`config.mk`:
```
export PLATFORM = sky130hd
export DESIGN_NAME = w_mem_loader
export DESIGN_NICKNAME = d
export VERILOG_FILES = /design/src/rtl/w_mem_loader.sv
export SDC_FILE = /design/constraint.sdc
export NUM_CORES = 1
export LEC_CHECK = 0
export BUFFER_PORTS_ARGS = -buffer_cell sky130_fd_sc_hd__buf_2
export CAP_MARGIN = 0
export CORE_ASPECT_RATIO = 1.2
export CORE_MARGIN = 2
export CORE_UTILIZATION = 46
export CTS_CLUSTER_DIAMETER = 50
export DETAILED_ROUTE_END_ITERATION = 16
export MAX_ROUTING_LAYER = met4
export PLACE_DENSITY = 0.73
export SLEW_MARGIN = 20
export SYNTH_ARGS = -nofsm -noshare
export SYNTH_HDL_FRONTEND = slang
export SYNTH_SLANG_ARGS = --single-unit
```
`constraint.sdc`:
```
create_clock -name clk -period 2.77 [get_ports clk]
set_input_delay 0.6925 -clock clk [delete_from_list [all_inputs] [get_ports clk]]
set_output_delay 0.6925 -clock clk [all_outputs]
set_load 0.01 [all_outputs]
```
`src/rtl/w_mem_loader.sv`:
```
// Streaming writer for one layer's per-neuron weight memories.
// Takes a header beat (neuron index) followed by numWeight weight beats and drives the write port.
module w_mem_loader #(
    parameter int numNeuron    = 4,
    parameter int numWeight    = 10,
    parameter int addressWidth = $clog2(numWeight),
    parameter int dataWidth    = 16,
    parameter int neuronWidth  = $clog2(numNeuron)
) (
    input  logic                    clk,
    input  logic                    rst,
    input  logic                    s_valid,
    output logic                    s_ready,
    input  logic [dataWidth-1:0]    s_data,
    input  logic                    s_last,
    output logic [numNeuron-1:0]    wen,
    output logic [addressWidth-1:0] wadd,
    output logic [dataWidth-1:0]    win,
    output logic                    busy,
    output logic                    load_done,
    output logic                    load_err
);

    localparam logic [1:0] IDLE  = 2'd0;
    localparam logic [1:0] LOAD  = 2'd1;
    localparam logic [1:0] DRAIN = 2'd2;
    localparam logic [1:0] DONE  = 2'd3;

    logic [1:0]              state;
    logic [addressWidth-1:0] cnt;
    logic [neuronWidth-1:0]  sel;
    logic                    accept;
    logic                    hdr_ok;
    logic                    last_w;

    assign accept = s_valid & s_ready;
    // Full-width compare also rejects headers with nonzero bits above the index field.
    assign hdr_ok = (s_data < dataWidth'(numNeuron));
    assign last_w = (cnt == addressWidth'(numWeight - 1));
    assign busy   = (state != IDLE);

    always_ff @(posedge clk or posedge rst) begin
        if (rst) begin
            state     <= IDLE;
            cnt       <= '0;
            sel       <= '0;
            wen       <= '0;
            wadd      <= '0;
            win       <= '0;
            load_done <= 1'b0;
            load_err  <= 1'b0;
            s_ready   <= 1'b0;
        end else begin
            wen       <= '0;
            load_done <= 1'b0;
            s_ready   <= 1'b1;
            case (state)
                IDLE: begin
                    if (accept) begin
                        load_err <= 1'b0;
                        cnt      <= '0;
                        if (s_last) begin
                            load_err <= 1'b1;
                        end else if (hdr_ok) begin
                            sel   <= s_data[neuronWidth-1:0];
                            state <= LOAD;
                        end else begin
                            load_err <= 1'b1;
                            state    <= DRAIN;
                        end
                    end
                end
                LOAD: begin
                    if (accept) begin
                        wen  <= numNeuron'(1) << sel;
                        wadd <= cnt;
                        win  <= s_data;
                        // cnt is held at the final address so it can never wrap
                        if (last_w) begin
                            if (s_last) begin
                                load_done <= 1'b1;
                                s_ready   <= 1'b0;
                                state     <= DONE;
                            end else begin
                                load_err <= 1'b1;
                                state    <= DRAIN;
                            end
                        end else begin
                            cnt <= cnt + addressWidth'(1);
                            if (s_last) begin
                                load_err <= 1'b1;
                                state    <= IDLE;
                            end
                        end
                    end
                end
                DRAIN: begin
                    if (accept && s_last) begin
                        state <= IDLE;
                    end
                end
                default: begin
                    state <= IDLE;
                end
            endcase
        end
    end

endmodule

```
Yosys cells after proc, flatten, opt, wreduce, memory -nomap -nowiden
Index checks and enable logic that the tools add are counted.
{"block": "classes", "n_addsub": 1, "order_cmp": 1, "eq_ne": 10, "shift": 1, "n_mux": 31, "bitwise_logic": 2, "reduce_logical": 9}
{"cell": "2-to-1 mux 4 bit", "count": 5}
{"cell": "less-than comparator 16 x 3 -> 1 bit (second input constant)", "count": 1}
{"cell": "2-to-1 mux 1 bit", "count": 16}
{"cell": "2-to-1 mux 2 bit", "count": 7}
{"cell": "inequality test 2 bit (second input constant)", "count": 5}
{"cell": "AND reduction 5 bit", "count": 2}
{"cell": "one-hot mux 4 bit (2 select lines)", "count": 1}
{"cell": "AND reduction 4 bit", "count": 2}
{"cell": "inequality test 3 bit (second input constant)", "count": 2}
{"cell": "one-hot mux 2 bit (3 select lines)", "count": 1}
{"cell": "adder 4 x 1 -> 4 bit (second input constant)", "count": 1}
{"cell": "equality test 4 bit (second input constant)", "count": 1}
{"cell": "nonzero test 2 bit", "count": 2}
{"cell": "left shift 1 x 2 -> 4 bit (first input constant)", "count": 1}
{"cell": "equality test 2 x 1 -> 1 bit (second input constant)", "count": 1}
{"cell": "equality test 2 bit (second input constant)", "count": 1}
{"cell": "zero test 2 bit", "count": 1}
{"cell": "one-hot mux 1 bit (2 select lines)", "count": 1}
{"cell": "AND reduction 2 bit", "count": 1}
{"cell": "AND 1 bit", "count": 1}
{"cell": "logical AND 1 bit", "count": 1}
{"cell": "NOT 1 bit", "count": 1}
{"block": "word_totals", "reg_bits": 35, "input_bits": 20, "output_inout_bits": 28, "word_cells": 64}

Longest topological paths before layout
{"block": "depth", "ltp_word": 5, "ltp_mapped": 6, "mapped_depth_nobuf": 6}

Worst setup path after synthesis
OpenSTA, ideal clock, no wires.
{"block": "synth_timing", "kind": "in2reg", "start": "input s_data[9]", "end": "register sel[0]", "setup_ns": 0.128, "t_arrival_ns": 1.671, "t_required_ns": 2.642, "setup_slack_ns": 0.972, "cell_stages": 4, "path_buffers": 0, "cell_sequence": "nor4_2 nand4_2 nor4_4 mux2_1"}
{"block": "synth_via", "elab_chain_cells": 2}
{"element": "start, declared", "line": "14", "source": "input logic [dataWidth-1:0] s_data,"}
{"element": "less-than comparator 16 x 3 -> 1 bit", "line": "38", "source": "assign hdr_ok = (s_data < dataWidth'(numNeuron));"}
{"element": "AND reduction 4 bit (no source line)"}
{"element": "end signal, assigned", "line": "65", "source": "sel <= s_data[neuronWidth-1:0];"}
{"element": "end, declared", "line": "31", "source": "logic [neuronWidth-1:0] sel;"}
No other way between the ends.
A chain may end at the register's enable or synchronous reset.

Final worst setup path
{"block": "layout_timing", "start": "register state[0]", "end": "output busy"}
{"block": "layout_via", "elab_chain_cells": 1}
{"element": "start, declared", "line": "29", "source": "logic [1:0] state;"}
{"element": "start signal, assigned", "line": "44", "source": "state <= IDLE;"}
{"element": "start signal, assigned", "line": "66", "source": "state <= LOAD;"}
{"element": "start signal, assigned", "line": "69", "source": "state <= DRAIN;"}
{"element": "nonzero test 2 bit", "line": "40", "source": "assign busy = (state != IDLE);"}
{"element": "end, declared", "line": "19", "source": "output logic busy,"}
No other way between the ends.

==> summary.txt <==
STA
  – Fmax: between 400 and 500 MHz
  – Layout Skew: between 0.003 and 0.004 ns
  – # setup viols final: 0
  – Tightest Pin Transition: between 0.5 and 0.6 ns
  – Pins over their slew limit: 0
  – Worst rel slew slack: between 60% and 70%
  – Setup TNS Final: 0 ns
  – Hold Vio Cnt, Final: 0
  – Min cycle time layout: between 2 and 2.5 ns
  – Tcrit/Tclk final: around three quarters
  – RSZ-0062 raised after global routing: no

Synth
  – Yosys cell types: 32
  – Yosys warns: 0
  – Post-Synthesis Cells: 114
  – Seq/Total Area, Yosys: about 55%
  – Syn nets: 136
  – Flops & latches, synth: 35
  – Mean post-synth cell area: roughly 14 sq um
  – Syn Std Cell Area: roughly 1600 sq um

Layout
  – Final std cell area, no fill: a little under 2000 sq um
  – Multi-input gate area: 669 sq um
  – Final nets: between 150 and 200
  – Share of cells above drive strength 1: a little under 50%
  – Final-layout fill cell count: ~270
  – Antenna cell count: 0
  – Synth-to-layout area growth: 20.9%
  – Register area: 876 sq um

Critical path
  – Start of the worst register-to-register path: cnt[1]
  – Required time worst endpoint: ~2.1 ns
  – Launch point of the critical path: state[0]
  – Crit. End Element: primary output
  – Worst-path fanout max: 13
  – CP startpoint kind: register
  – Worst Path Class, Setup: register to primary output
  – CP arrival: about 1.4 ns

Job
  – Max cap viols: 0

Worst hold path
  – Hold/Removal Path Class: register to register
  – Hold Crit Start: win[3]

Clock network
  – # hold bufs at CTS: 0
  – Clock Sinks: 35
  – Clock Pin Slew Worst Setup and Hold Paths: around 0.06 ns
  – TritonCTS clock tree: yes
  – Worst-Skew Late Latency: between 0.2 and 0.3 ns
  – CTS H-Tree Depth: 2
  – Post-CTS Resized: 0
  – CTS Buffer Depth: 2
  – Clock root buffer: clkbuf_8
  – TritonCTS Buffers: 5
  – Setup Buffers After CTS: 0

Detailed routing
  – Drt drc: 0
  – Via count: around 1.1k
  – Drt pass-1 iters: 3
  – Routed length per placed instance: around 14 um
  – Iter 0 DRT Violations: 27
  – Post-Route WL: between 2000 and 3000 um
  – Vias per inst: roughly 5.3
  – Number of nets with antenna violations after routing: 0

GRT
  – Vias in the first global route: about 1.1k
  – Total GRT Usage: roughly 16%
  – GRT busiest layer: met2
  – Largest net degree at the start of global routing: 36
  – Met1 Use GR: a little under a fifth
  – Met3 Track Usage GR: under 10%
  – Initial antenna violation count: 0
  – First-pass GRT wire length: roughly 4700 um
  – Met2 usage: a little over a quarter
  – Grt ovf: 0

Placed design
  – Port bufs: 47
  – Final RePlAce weighted congestion: slightly above 0.7
  – Placed inst area: 1850 sq um
  – DP HPWL: 2070 um

Die
  – Die Ht: between 60 and 70 um
  – Die footprint: between 3000 and 4000 sq um
  – Starting Density: a little under half
  – # rows: 23
  – Core area: around 3300 sq um
  – I/O pin cnt: 48
  – Die width: between 50 and 60 um

Power and ir drop
  – Static leakage: 1.06 nW
  – Peak supply drop: around 0.34 mV
  – Power per cell area: about 480 nW/um^2

Run status
  – Outcome: complete, no violations
logic make-up (layout without fill, tap and decap cells):
group                    Yosys count  after routing  share of synthesized area, %
flip-flops                        35             35                          54.7
AND/OR/NAND/NOR                   35             35                          16.6
multiplexers                      22             22                          18.7
AO/OA/AOI/OAI                     12             12                          4.84
buffers and inverters              8             59                          3.52
adder cells (fa/ha/maj)            2              2                          1.56
layout by cell type, fill, tap and decap left out, types with 3 or more instances in the layout:
master / n
a22o_1: 3
buf_2: 47
clkbuf_8: 6
dfrtp_1: 35
inv_1: 4
mux2_1: 4
mux2_2: 4
mux2_4: 14
nand2_1: 7
nand2b_1: 4
nor2_1: 3
nor3_1: 3
o21ai_0: 3
registers in the layout, indices dropped and copies added (netlist names):
name / count
state: 2
win: 16
wen: 4
load_done: 1
s_ready: 1
wadd: 4
load_err: 1
sel: 2
cnt: 4
metrics by stage:
step                setup WS, ns  instances  util [%]  hold WS [ns]  total power [W]
detailed placement         0.711        195      55.4         0.476         0.000579
finish                     0.696        202      58.0         0.484         0.000934
global route               0.648        202      58.0         0.518         0.000970
CTS                        0.693        202      58.0         0.491         0.000945
floorplan                  0.972        114         -         0.433         0.000550
global placement           0.736        195      55.4         0.465         0.000577
final timing paths:
path                             to  slack [ns]  cells past startpoint
max in group asynchronous  load_err        1.97                      3
setup reg to reg           load_err        1.17                      6
hold reg to reg              win[3]        0.48                      1
min in group asynchronous    wen[2]        0.50                      3
setup / recovery               busy        0.70                      2
hold / removal               win[3]        0.48                      1
cells in the mapped netlist (all sizes together):
master | instances | area share, %
or2 | 1 | 0.39
inv | 4 | 0.94
nor4 | 4 | 4.2
nand2b | 4 | 1.6
buf | 4 | 2.6
a21oi | 2 | 0.63
a31oi | 1 | 0.39
and3b | 2 | 1.1
and4 | 1 | 0.55
dfrtp | 35 | 55
nor2 | 3 | 0.70
ha | 2 | 1.6
a22o | 3 | 1.6
nand3 | 2 | 0.63
nor3b | 2 | 0.94
nand4 | 2 | 1.2
and3 | 1 | 0.39
o22ai | 1 | 0.39
nand3b | 2 | 1.2
a211o | 1 | 0.55
nand2 | 8 | 2.9
nor3 | 3 | 0.94
o21ai | 4 | 1.2
mux2 | 22 | 19
critical path: stages (launching register included):
cell	delay (ns)
dfrtp_1	0.58
or2_2	0.38
buf_2	0.14
final cells by class:
cell class                      count  share of cell area, %
Sequential cell                    35                   45.2
Timing Repair Buffer               48                   12.5
Multi-Input combinational cell     71                   34.6
Clock buffer                        6                   4.26
Tap cell                           37                   2.39
Clock inverter                      1                  0.258
Inverter                            4                  0.775
power by group:
group,internal [W],switching (W),leakage [nW]
Clock,0.000195,0.000170,0.0470
Sequential,0.000513,0.00000190,0.476
Combinational,0.0000208,0.0000332,0.539
Total,0.000728,0.000205,1.06
routing by layer:
metal | vias to the layer above | share of wire [%]
li1 | 504 | -
met1 | 510 | 45
met2 | 40 | 47
met3 | 7 | 5.6
met4 | 0 | 1.9
met5 | - | 0
Note: power is estimated with default switching activity, not from simulation.
